===== src/rtl/audio_data_play.sv =====
// Audio playback: parses radio frames, buffers good payloads, plays them out a 16-bit serial DAC.
// Ports: clk/reset, audio_mode gate, rx_* byte stream, AUDIO_DAC_* serial DAC,
//        pkt_accepted/pkt_dropped/underrun pulses, fifo_level, testpt.
// Optional: define AUDIO_PLAY_DSN_FILTER_EN to drop frames repeating the last committed DSN.

`ifndef AUDIO_PLAY
`define AUDIO_PLAY 1'b1
`endif

module audio_data_play #(
  parameter int DEPTH_LOG2 = 8,
  parameter int FS_DIV     = 2000,
  parameter int SCLK_DIV   = 4,
  parameter int PREFILL    = 64
) (
  input  logic                  clk,
  input  logic                  reset,
  input  logic                  audio_mode,
  input  logic [7:0]            rx_data,
  input  logic                  rx_valid,
  input  logic                  rx_done,
  input  logic                  rx_crc_ok,
  output logic                  AUDIO_DAC_SCLK,
  output logic                  AUDIO_DAC_CS,
  output logic                  AUDIO_DAC_SDATA,
  output logic                  pkt_accepted,
  output logic                  pkt_dropped,
  output logic                  underrun,
  output logic [DEPTH_LOG2:0]   fifo_level,
  output logic [7:0]            testpt
);

  localparam int AW = DEPTH_LOG2;
  localparam int LW = DEPTH_LOG2 + 1;
  localparam int CW = $clog2(FS_DIV);
  localparam int SW = $clog2(SCLK_DIV) + 1;

  localparam logic [LW-1:0] PRE    = LW'(PREFILL);
  localparam logic [CW-1:0] FS_TOP = CW'(FS_DIV - 1);
  localparam logic [SW-1:0] SC_TOP = SW'(SCLK_DIV - 1);

  typedef enum logic [2:0] {
    S_IDLE,
    S_HDR,
    S_PAY,
    S_FCS,
    S_WAIT
  } pst_t;

  typedef enum logic [1:0] {
    SRC_MID,
    SRC_RAM,
    SRC_HOLD
  } src_t;

  // Leaving play mode holds the whole block in reset.
  logic rst;
  assign rst = reset || (audio_mode != `AUDIO_PLAY);

  // ---------------- parser / writer ----------------
  pst_t          st, st_n;
  logic [7:0]    len_q, len_n;
  logic [7:0]    idx_q, idx_n;
  logic [7:0]    dsn_q, dsn_n;
  logic          bad_q, bad_n;
  logic [LW-1:0] wr_stage, wrs_n;
  logic [LW-1:0] wr_commit, wrc_n;
  logic [LW-1:0] rd;
  logic          acc_n, drop_n;
  logic          we;
  logic          commit;
  logic          hdr_bad;
  logic          dup;
  logic [AW-1:0] wr_nx;
  logic          space;

  logic [7:0]    mem [2**AW];

`ifdef AUDIO_PLAY_DSN_FILTER_EN
  logic [7:0] last_dsn;
  logic       last_vld;
`endif

  assign wr_nx = wr_stage[AW-1:0] + AW'(1);
  // One slot stays free so a full stage never aliases rd.
  assign space = (wr_nx != rd[AW-1:0]);

  always_comb begin
    st_n    = st;
    len_n   = len_q;
    idx_n   = idx_q;
    dsn_n   = dsn_q;
    bad_n   = bad_q;
    wrs_n   = wr_stage;
    wrc_n   = wr_commit;
    acc_n   = 1'b0;
    drop_n  = 1'b0;
    we      = 1'b0;
    commit  = 1'b0;
    hdr_bad = 1'b0;
    dup     = 1'b0;

    if (rx_valid) begin
      unique case (st)
        S_IDLE: begin
          len_n = rx_data;
          idx_n = 8'd1;
          bad_n = (rx_data < 8'd11) ||
                  (rx_data > 8'd127);
          st_n  = S_HDR;
        end
        S_HDR: begin
          idx_n = idx_q + 8'd1;
          unique case (idx_q)
            8'd1: hdr_bad = (rx_data != 8'hc1);
            8'd2: hdr_bad = (rx_data != 8'h88);
            8'd3: dsn_n   = rx_data;
            8'd4: hdr_bad = (rx_data != 8'h22);
            8'd5: hdr_bad = (rx_data != 8'h00);
            8'd6: hdr_bad = (rx_data != 8'hfe);
            8'd7: hdr_bad = (rx_data != 8'hff);
            default: hdr_bad = 1'b0;
          endcase
          if (hdr_bad) bad_n = 1'b1;
          if (idx_q == 8'd9) begin
            st_n = (len_q == 8'd11) ? S_FCS : S_PAY;
          end
        end
        S_PAY: begin
          idx_n = idx_q + 8'd1;
          if (!bad_q && space) begin
            we    = 1'b1;
            wrs_n = wr_stage + LW'(1);
          end else begin
            bad_n = 1'b1;
          end
          if (idx_q == len_q - 8'd2) st_n = S_FCS;
        end
        S_FCS: begin
          idx_n = idx_q + 8'd1;
          if (idx_q == len_q) st_n = S_WAIT;
        end
        default: begin
        end
      endcase
    end

`ifdef AUDIO_PLAY_DSN_FILTER_EN
    dup = last_vld && (dsn_n == last_dsn);
`endif

    // Done sees the state after any same-cycle byte.
    if (rx_done && st_n != S_IDLE) begin
      if (st_n == S_WAIT && rx_crc_ok &&
          !bad_n && !dup) begin
        wrc_n  = wrs_n;
        acc_n  = 1'b1;
        commit = 1'b1;
      end else begin
        wrs_n  = wr_commit;
        drop_n = 1'b1;
      end
      st_n = S_IDLE;
    end
  end

  always_ff @(posedge clk) begin
    if (rst) begin
      st           <= S_IDLE;
      len_q        <= '0;
      idx_q        <= '0;
      dsn_q        <= '0;
      bad_q        <= 1'b0;
      wr_stage     <= '0;
      wr_commit    <= '0;
      pkt_accepted <= 1'b0;
      pkt_dropped  <= 1'b0;
    end else begin
      st           <= st_n;
      len_q        <= len_n;
      idx_q        <= idx_n;
      dsn_q        <= dsn_n;
      bad_q        <= bad_n;
      wr_stage     <= wrs_n;
      wr_commit    <= wrc_n;
      pkt_accepted <= acc_n;
      pkt_dropped  <= drop_n;
    end
  end

`ifdef AUDIO_PLAY_DSN_FILTER_EN
  always_ff @(posedge clk) begin
    if (rst) begin
      last_dsn <= '0;
      last_vld <= 1'b0;
    end else if (commit) begin
      last_dsn <= dsn_n;
      last_vld <= 1'b1;
    end
  end
`endif

  always_ff @(posedge clk) begin
    if (we && !rst) mem[wr_stage[AW-1:0]] <= rx_data;
  end

  assign fifo_level = wr_commit - rd;

  // ---------------- sample clock / reader ----------------
  logic [CW-1:0] cnt;
  logic          tick;
  logic          playing;
  logic          start;
  logic          play;
  logic          play_go, und_go, mid_go;
  src_t          src_q;
  logic          ld_q;
  logic [7:0]    ram_q;
  logic [15:0]   last_sample;
  logic [15:0]   word;

  assign tick    = (cnt == '0);
  assign start   = !playing && (fifo_level >= PRE);
  assign play    = playing || start;
  assign play_go = tick && play && (fifo_level != '0);
  assign und_go  = tick && play && (fifo_level == '0);
  assign mid_go  = tick && !play;

  always_ff @(posedge clk) begin
    if (tick) ram_q <= mem[rd[AW-1:0]];
  end

  always_ff @(posedge clk) begin
    if (rst) begin
      cnt         <= FS_TOP;
      rd          <= '0;
      playing     <= 1'b0;
      underrun    <= 1'b0;
      src_q       <= SRC_MID;
      ld_q        <= 1'b0;
      last_sample <= 16'h8000;
    end else begin
      underrun <= 1'b0;
      ld_q     <= tick;
      cnt      <= tick ? FS_TOP : cnt - CW'(1);
      unique case (1'b1)
        play_go: begin
          rd      <= rd + LW'(1);
          playing <= 1'b1;
          src_q   <= SRC_RAM;
        end
        und_go: begin
          playing  <= 1'b0;
          underrun <= 1'b1;
          src_q    <= SRC_HOLD;
        end
        mid_go: src_q <= SRC_MID;
        default: begin
        end
      endcase
      if (ld_q && src_q == SRC_RAM) begin
        last_sample <= {ram_q, 8'h00};
      end
    end
  end

  // Word is picked the cycle after the tick, once RAM data is out.
  always_comb begin
    word = 16'h8000;
    unique case (src_q)
      SRC_RAM:  word = {ram_q, 8'h00};
      SRC_HOLD: word = last_sample;
      default:  word = 16'h8000;
    endcase
  end

  // ---------------- DAC serializer ----------------
  logic          busy;
  logic [15:0]   sh;
  logic [5:0]    hc;
  logic [SW-1:0] dv;

  always_ff @(posedge clk) begin
    if (rst) begin
      AUDIO_DAC_SCLK  <= 1'b0;
      AUDIO_DAC_CS    <= 1'b1;
      AUDIO_DAC_SDATA <= 1'b0;
      busy            <= 1'b0;
      sh              <= '0;
      hc              <= '0;
      dv              <= '0;
    end else if (ld_q) begin
      AUDIO_DAC_CS    <= 1'b0;
      AUDIO_DAC_SCLK  <= 1'b0;
      AUDIO_DAC_SDATA <= word[15];
      sh              <= word;
      busy            <= 1'b1;
      hc              <= '0;
      dv              <= SC_TOP;
    end else if (busy) begin
      if (dv != '0) begin
        dv <= dv - SW'(1);
      end else begin
        dv <= SC_TOP;
        // 32 half-periods, then one more for CS hold.
        if (hc == 6'd32) begin
          AUDIO_DAC_CS <= 1'b1;
          busy         <= 1'b0;
        end else begin
          AUDIO_DAC_SCLK <= ~AUDIO_DAC_SCLK;
          hc             <= hc + 6'd1;
          if (AUDIO_DAC_SCLK) begin
            sh <= {sh[14:0], 1'b0};
            AUDIO_DAC_SDATA <=
              (hc == 6'd31) ? 1'b0 : sh[14];
          end
        end
      end
    end
  end

  assign testpt = {rx_valid, rx_done, audio_mode,
                   playing, underrun, pkt_accepted,
                   pkt_dropped, AUDIO_DAC_CS};

endmodule

===== config.mk =====
export PLATFORM = sky130hd
export DESIGN_NAME = audio_data_play
export DESIGN_NICKNAME = d
export VERILOG_FILES = /design/src/rtl/audio_data_play.sv
export SDC_FILE = /design/constraint.sdc
export NUM_CORES = 2
export LEC_CHECK = 0
export BUFFER_PORTS_ARGS = -buffer_cell sky130_fd_sc_hd__buf_2
export CORE_ASPECT_RATIO = 0.7
export CORE_MARGIN = 5
export CORE_UTILIZATION = 55
export CTS_CLUSTER_SIZE = 28
export DETAILED_ROUTE_END_ITERATION = 6
export HOLD_SLACK_MARGIN = 0.1
export PLACE_DENSITY_LB_ADDON = 0.2
export SYNTH_ARGS = -nofsm -noshare
export SYNTH_HDL_FRONTEND = slang
export SYNTH_SLANG_ARGS = --single-unit
export TNS_END_PERCENT = 30

===== constraint.sdc =====
create_clock -name clk -period 8.45 [get_ports clk]
set_input_delay 1.2675 -clock clk [delete_from_list [all_inputs] [get_ports clk]]
set_output_delay 1.2675 -clock clk [all_outputs]
set_load 0.02 [all_outputs]

# Word-level counts from Yosys, hierarchy flattened
# Memories as Yosys holds them, arrays and structs flattened. A register that Yosys moved wholly into a read port is not among the register bits.
# Cells that the tools add are included.
# totals
mem_bits_rw	2048
memories	1
mem_bits_ro	0
output_inout_bits	23
latchBits	0
register_bits	101
# op_classes
n_mux	52
div	0
bitwise	5
reduce_logical	42
add_sub_neg	9
n_eq_ne	26
n_lt_le_gt_ge	3
n_mul	0
shift	0
# mem_list
memory	depth	width	rd	rd_ports_with_merged_regs	wr	line	text
mem	256	8	1	1	1	77	logic [7:0] mem [2**AW];
# op_table
operator	n
15-bit two-way mux	5
9-bit two-way mux	5
8-bit by 3-bit == test with 1-bit output (second input constant)	4
8-bit inequality test (second input constant)	4
16-bit one-hot mux with 2 select lines	1
1-bit two-way mux	28
9-bit by 1-bit adder with 9-bit output (second input constant)	2
8-bit by 1-bit adder with 8-bit output (second input constant)	2
8-bit by 4-bit == test with 1-bit output (second input constant)	2
8-bit == test	2
8-bit one-hot mux with 2 select lines	1
3-bit two-way mux	5
3-bit one-hot mux with 4 select lines	1
1-bit logical AND	11
11-bit logical NOT	1
11-bit by 1-bit subtractor with 11-bit output (second input constant)	1
2-bit nonzero test	5
9-bit by 7-bit >= comparator with 1-bit output (second input constant)	1
9-bit logical NOT	1
3-bit nonzero test	3
9-bit nonzero test	1
9-bit subtractor	1
8-bit by 1-bit == test with 1-bit output (second input constant)	1
8-bit by 2-bit == test with 1-bit output (second input constant)	1
30 further kinds	48

# Logic depth before layout (Yosys ltp)
# depth
ltp_word	11
depth_mapped	14

# Worst setup path before layout
# OpenSTA, ideal clock, no wires.
# synth_path
path_kind	reg-to-reg
start	register rd[1]
end	register rd[7]
required_time_ps	8332
setup_ps	118
path_slack_ps	3851
stages_incl_launch_ff	15
t_arrival_ps	4481
synth_period_minus_slack_ps	4599
path_buffers	4
path_cell_list	dfxtp_1 > clkbuf_1 > clkbuf_1 > clkbuf_1 > clkbuf_1 > inv_1 > ha_1 > nor2b_1 > o21a_1 > o21a_1 > o311ai_0 > o21ai_0 > a31o_2 > or3_1 > mux2i_1
# synth_via
elab_chain_cells	6
elab_cells_between_ends	8
# synth_rtl
item	line	text
start, declared	68	logic [LW-1:0] rd;
start signal, assigned	248	rd <= rd + LW'(1);
9-bit subtractor *	207	assign fifo_level = wr_commit - rd;
via fifo_level[5]	29	output logic [DEPTH_LOG2:0] fifo_level,
9-bit by 7-bit >= comparator with 1-bit output	223	assign start = !playing && (fifo_level >= PRE);
1-bit logical AND	223	
1-bit logical OR	224	assign play = playing || start;
1-bit logical AND	225	assign play_go = tick && play && (fifo_level != '0);
1-bit logical AND *	225	
# The timed path passes the listed nets; every way through them passes the cells marked *.
# A chain may end at the register's enable or synchronous reset.

# Worst setup path after layout
# layout_path
start	register wr_stage[0]
end	memory mem[234][7], enable pin
# layout_via
elab_chain_cells	9
# layout_rtl
item	line	text
start, declared	66	logic [LW-1:0] wr_stage, wrs_n;
start signal, assigned	184	wr_stage <= wrs_n;
8-bit by 1-bit adder with 8-bit output	84	assign wr_nx = wr_stage[AW-1:0] + AW'(1);
8-bit inequality test	86	assign space = (wr_nx != rd[AW-1:0]);
1-bit logical AND	131	if (!bad_q && space) begin
1-bit two-way mux	131	
1-bit two-way mux	104	unique case (st)
1-bit two-way mux	103	if (rx_valid) begin
1-bit logical AND	204	if (we && !rst) mem[wr_stage[AW-1:0]] <= rx_data;
1-bit two-way mux	204	
1-bit two-way mux (implied by the code)	204	
end, declared	77	
# Several ways; a longest one is shown, not always the timed one.

==> metrics.csv <==
stage,metric,value,unit
outcome,status,"finished, final reports clean",
power,switchingPower,0.00411,W
job,maxCapViolations,0,
power,p_sw_frac,0.197,
timing,period_minus_slack,5.56,ns
global_route,antenna_found_initial,5,
synth,ys_seq_elements,2149,
setup_path,regToRegStartpoint,wr_stage[0],
synth,async_reset_ff_frac,0,
placement,port_buffers,36,
global_route,grt_pass1_vias,39200,
global_route,grt_max_degree,165,
final_layout,area_delta_synth_final,10.5,%
timing,finClkSkew,0.0331,ns
clocking,cts_sinks,2149,
final_layout,final_util,0.611,
floorplanning,placementRows,120,
final_layout,nFillCells,10400,
final_layout,final_area,93300,um2
setup_path,critPathRequiredTime,8.90,ns
synth,synth_nets,3976,
detailed_routing,drt_iter0_drc,5960,
detailed_routing,wl,210000,um
final_layout,fin_nets,4040,
placement,place_hpwl,124000,um
setup_path,critPathMaxStageDelay,0.95,ns
synth,yosysSeqAreaShare,0.753,
clocking,cts_setup_buffers,0,
setup_path,critPathKind,reg -> reg,
setup_path,critical_path_depth,10,
global_route,grt_util_all_layers,0.261,
power,p_leak,27.9,nW
timing,tns,0,ns
setup_path,start_kind,flop,
clocking,cts_resized,0,
detailed_routing,drtAntennaViolNets,0,
setup_path,worstPathMaxFanout,21,
synth,synth.avg_cell_area,21.5,um2
synth,synth_area_leaders,"edfxtp_1 (73%), mux4_2 (18%), dfxtp_1 (2.2%)",
power,power_frac_clock,0.428,
clocking,cts_tree,built,
power,powerDensity,224,nW/um2
detailed_routing,vias,40800,
clocking,hold_buffers,0,
hold_path,min_to,cnt[0],
floorplanning,io_pins,37,
floorplanning,die_h,338,um
final_layout,drive_above_1_share,0.265,
final_layout,multi_input_area,19800,um2
synth,synthCells,3936,
setup_path,worst-r2r-setup-slack,2.89,ns
detailed_routing,wl_per_cell,34.0,um
floorplanning,die_x,478,um
timing,clock.fmax,0.180,GHz
hold_path,hold_path_class,reg -> reg,
clocking,clk_latency,0.82,ns
timing,fin_crit_sh,0.658,
timing,relSlewSlack,0.268,
placement,dp_cells,5823,
power,ir_drop,207,uV
clocking,clockBufferDepth,3,
hold_path,hp-start,cnt[0],
setup_path,end_kind,flop,
placement,placed_cell_area,86900,um2
floorplanning,start_util,0.553,
clocking,cts_buffers,188,
final_layout,stdcell_count,6177,
detailed_routing,drtPass1Iterations,6,
final_layout,mostFrequentLayoutCell,edfxtp_1,
timing,tightest_slew,1.09,ns
timing,report.final.hold_viol_count,0,
setup_path,slowest_stage,nand3_1,
floorplanning,core_area,153000,um2
timing,grt_setup_unrepaired,no,
clocking,clk_pin_slew,0.07,ns
synth,yosysUniqueCellTypes,70,
power,pwr-share-seq,0.559,
setup_path,cp_num_buf_inv,1,
setup_path,critical_path.top_delay_family,simple AND/OR/NAND/NOR gates,
hold_path,hold_path_depth,1,
timing,hold_slack,0.417,ns
clocking,root_buffer,clkbuf_16,
synth,synth_top_cell_by_area,edfxtp_1,
detailed_routing,drcViolationCount,0,
synth,synth_edf_count,2056,
setup_path,worstPathCellList,ha_1 -> nand3_2 -> buf_4 -> o2bb2ai_1 -> o32ai_1 -> o21ai_1 -> o21ai_2 -> nor2_2 -> nand3_1 -> nor2_1,
detailed_routing,viasPerCell,6.61,
floorplanning,dieArea,162000,um2
timing,setup_viol,0,
global_route,grt_pass1_wl,298000,um
power,p_comb_frac,0.013,
setup_path,r2r_end,mem[234][7],
synth,yosysWarnings,0,
setup_path,arrival,6.02,ns
clocking,ctsHtreeMaxLevel,4,
final_layout,mostFrequentLayoutCells,"edfxtp_1 (2056), mux4_2 (672), nor2_1 (323)",
final_layout,seqCellArea,63600,um2
timing,finalMaxSlewViolations,0,
setup_path,rr_worst_depth,10,
global_route,overflow,0,
power,p_int,0.0168,W
synth,synth_area,84500,um2
synth,synth_top_area_frac,0.731,
synth,synth_flop_cell,edfxtp_1,
placement,gp_congestion,0.840,
sequential cells by signal, indices dropped and copies added, names as in the netlist, 6 cells and up:
name and count:
mem 2048, cnt 11, rd 9, wr_commit 9, wr_stage 9, idx_q 8
last_sample 8, len_q 8, ram_q 8, sh 7, hc 6
logic make-up after synthesis:
group	share of synthesized area
multiplexers	0.181
AND/OR/NAND/NOR	0.0297
XOR/XNOR	0.00560
AO/OA/AOI/OAI	0.0137
buffers and inverters	0.0135
flip-flops	0.753
adder cells (fa/ha/maj)	0.00394
routing by layer:
layer  GRT usage  routed length [um]
met2       0.347               87400
met4      0.0730                5520
met3      0.0954               28800
met5           0                  22
met1       0.408               88100
metrics by stage:
step	setup slack [ns]	power (W)
floorplan	3.85	0.0119
global placement	2.93	0.0122
detailed placement	2.77	0.0122
CTS	2.85	0.0210
global route	2.62	0.0214
finish	2.89	0.0209
layout make-up:
cell class,instances,area share
well taps,2013,0.0270
multi-input cells,1520,0.212
inverters,38,0.00161
diodes,3,0.0000804
repair buffers,103,0.00898
clock inverters,128,0.0143
clock buffers,223,0.0542
flip-flops and latches,2149,0.682
power by group through the flow:
| stage | clock, W | sequential (W) | combinational [W] |
|---|---|---|---|
| after CTS | 0.00904 | 0.0117 | 0.000279 |
| after global routing | 0.00951 | 0.0116 | 0.000293 |
| after global placement | 0 | 0.0119 | 0.000277 |
| after detailed placement | 0 | 0.0119 | 0.000281 |
| final | 0.00892 | 0.0117 | 0.000278 |
| after floorplan | 0 | 0.0119 | 0.0000392 |
Yosys cell counts (6+ instances only):
cell type and count:
xnor2_1 36, o211ai_1 8, mux2i_1 13, a21oi_1 51
and3_1 7, nand2_1 115, or3_1 10, xor2_1 18
a211oi_1 6, nor3_1 31, o311a_1 8, ha_1 25
o21ai_0 21, o21a_1 7, nor2b_1 13, nand4_1 12
nand3_1 31, clkbuf_1 129, a22oi_1 23, dfxtp_1 93
buf_1 19, mux4_2 672, edfxtp_1 2056, inv_1 36
buf_4 13, o22ai_1 7, nor4_1 11, buf_2 67
nor2_1 323
worst max-delay path by stage:
stage / from / to
final: wr_stage[0] / mem[234][7]
after global routing: wr_stage[0] / mem[234][7]
after CTS: wr_stage[0] / mem[234][7]
after detailed placement: rx_valid / mem[234][3]
after global placement: rx_valid / mem[233][6]
after floorplan: rd[1] / rd[7]
No activity file was read; power rests on OpenSTA's default activity.
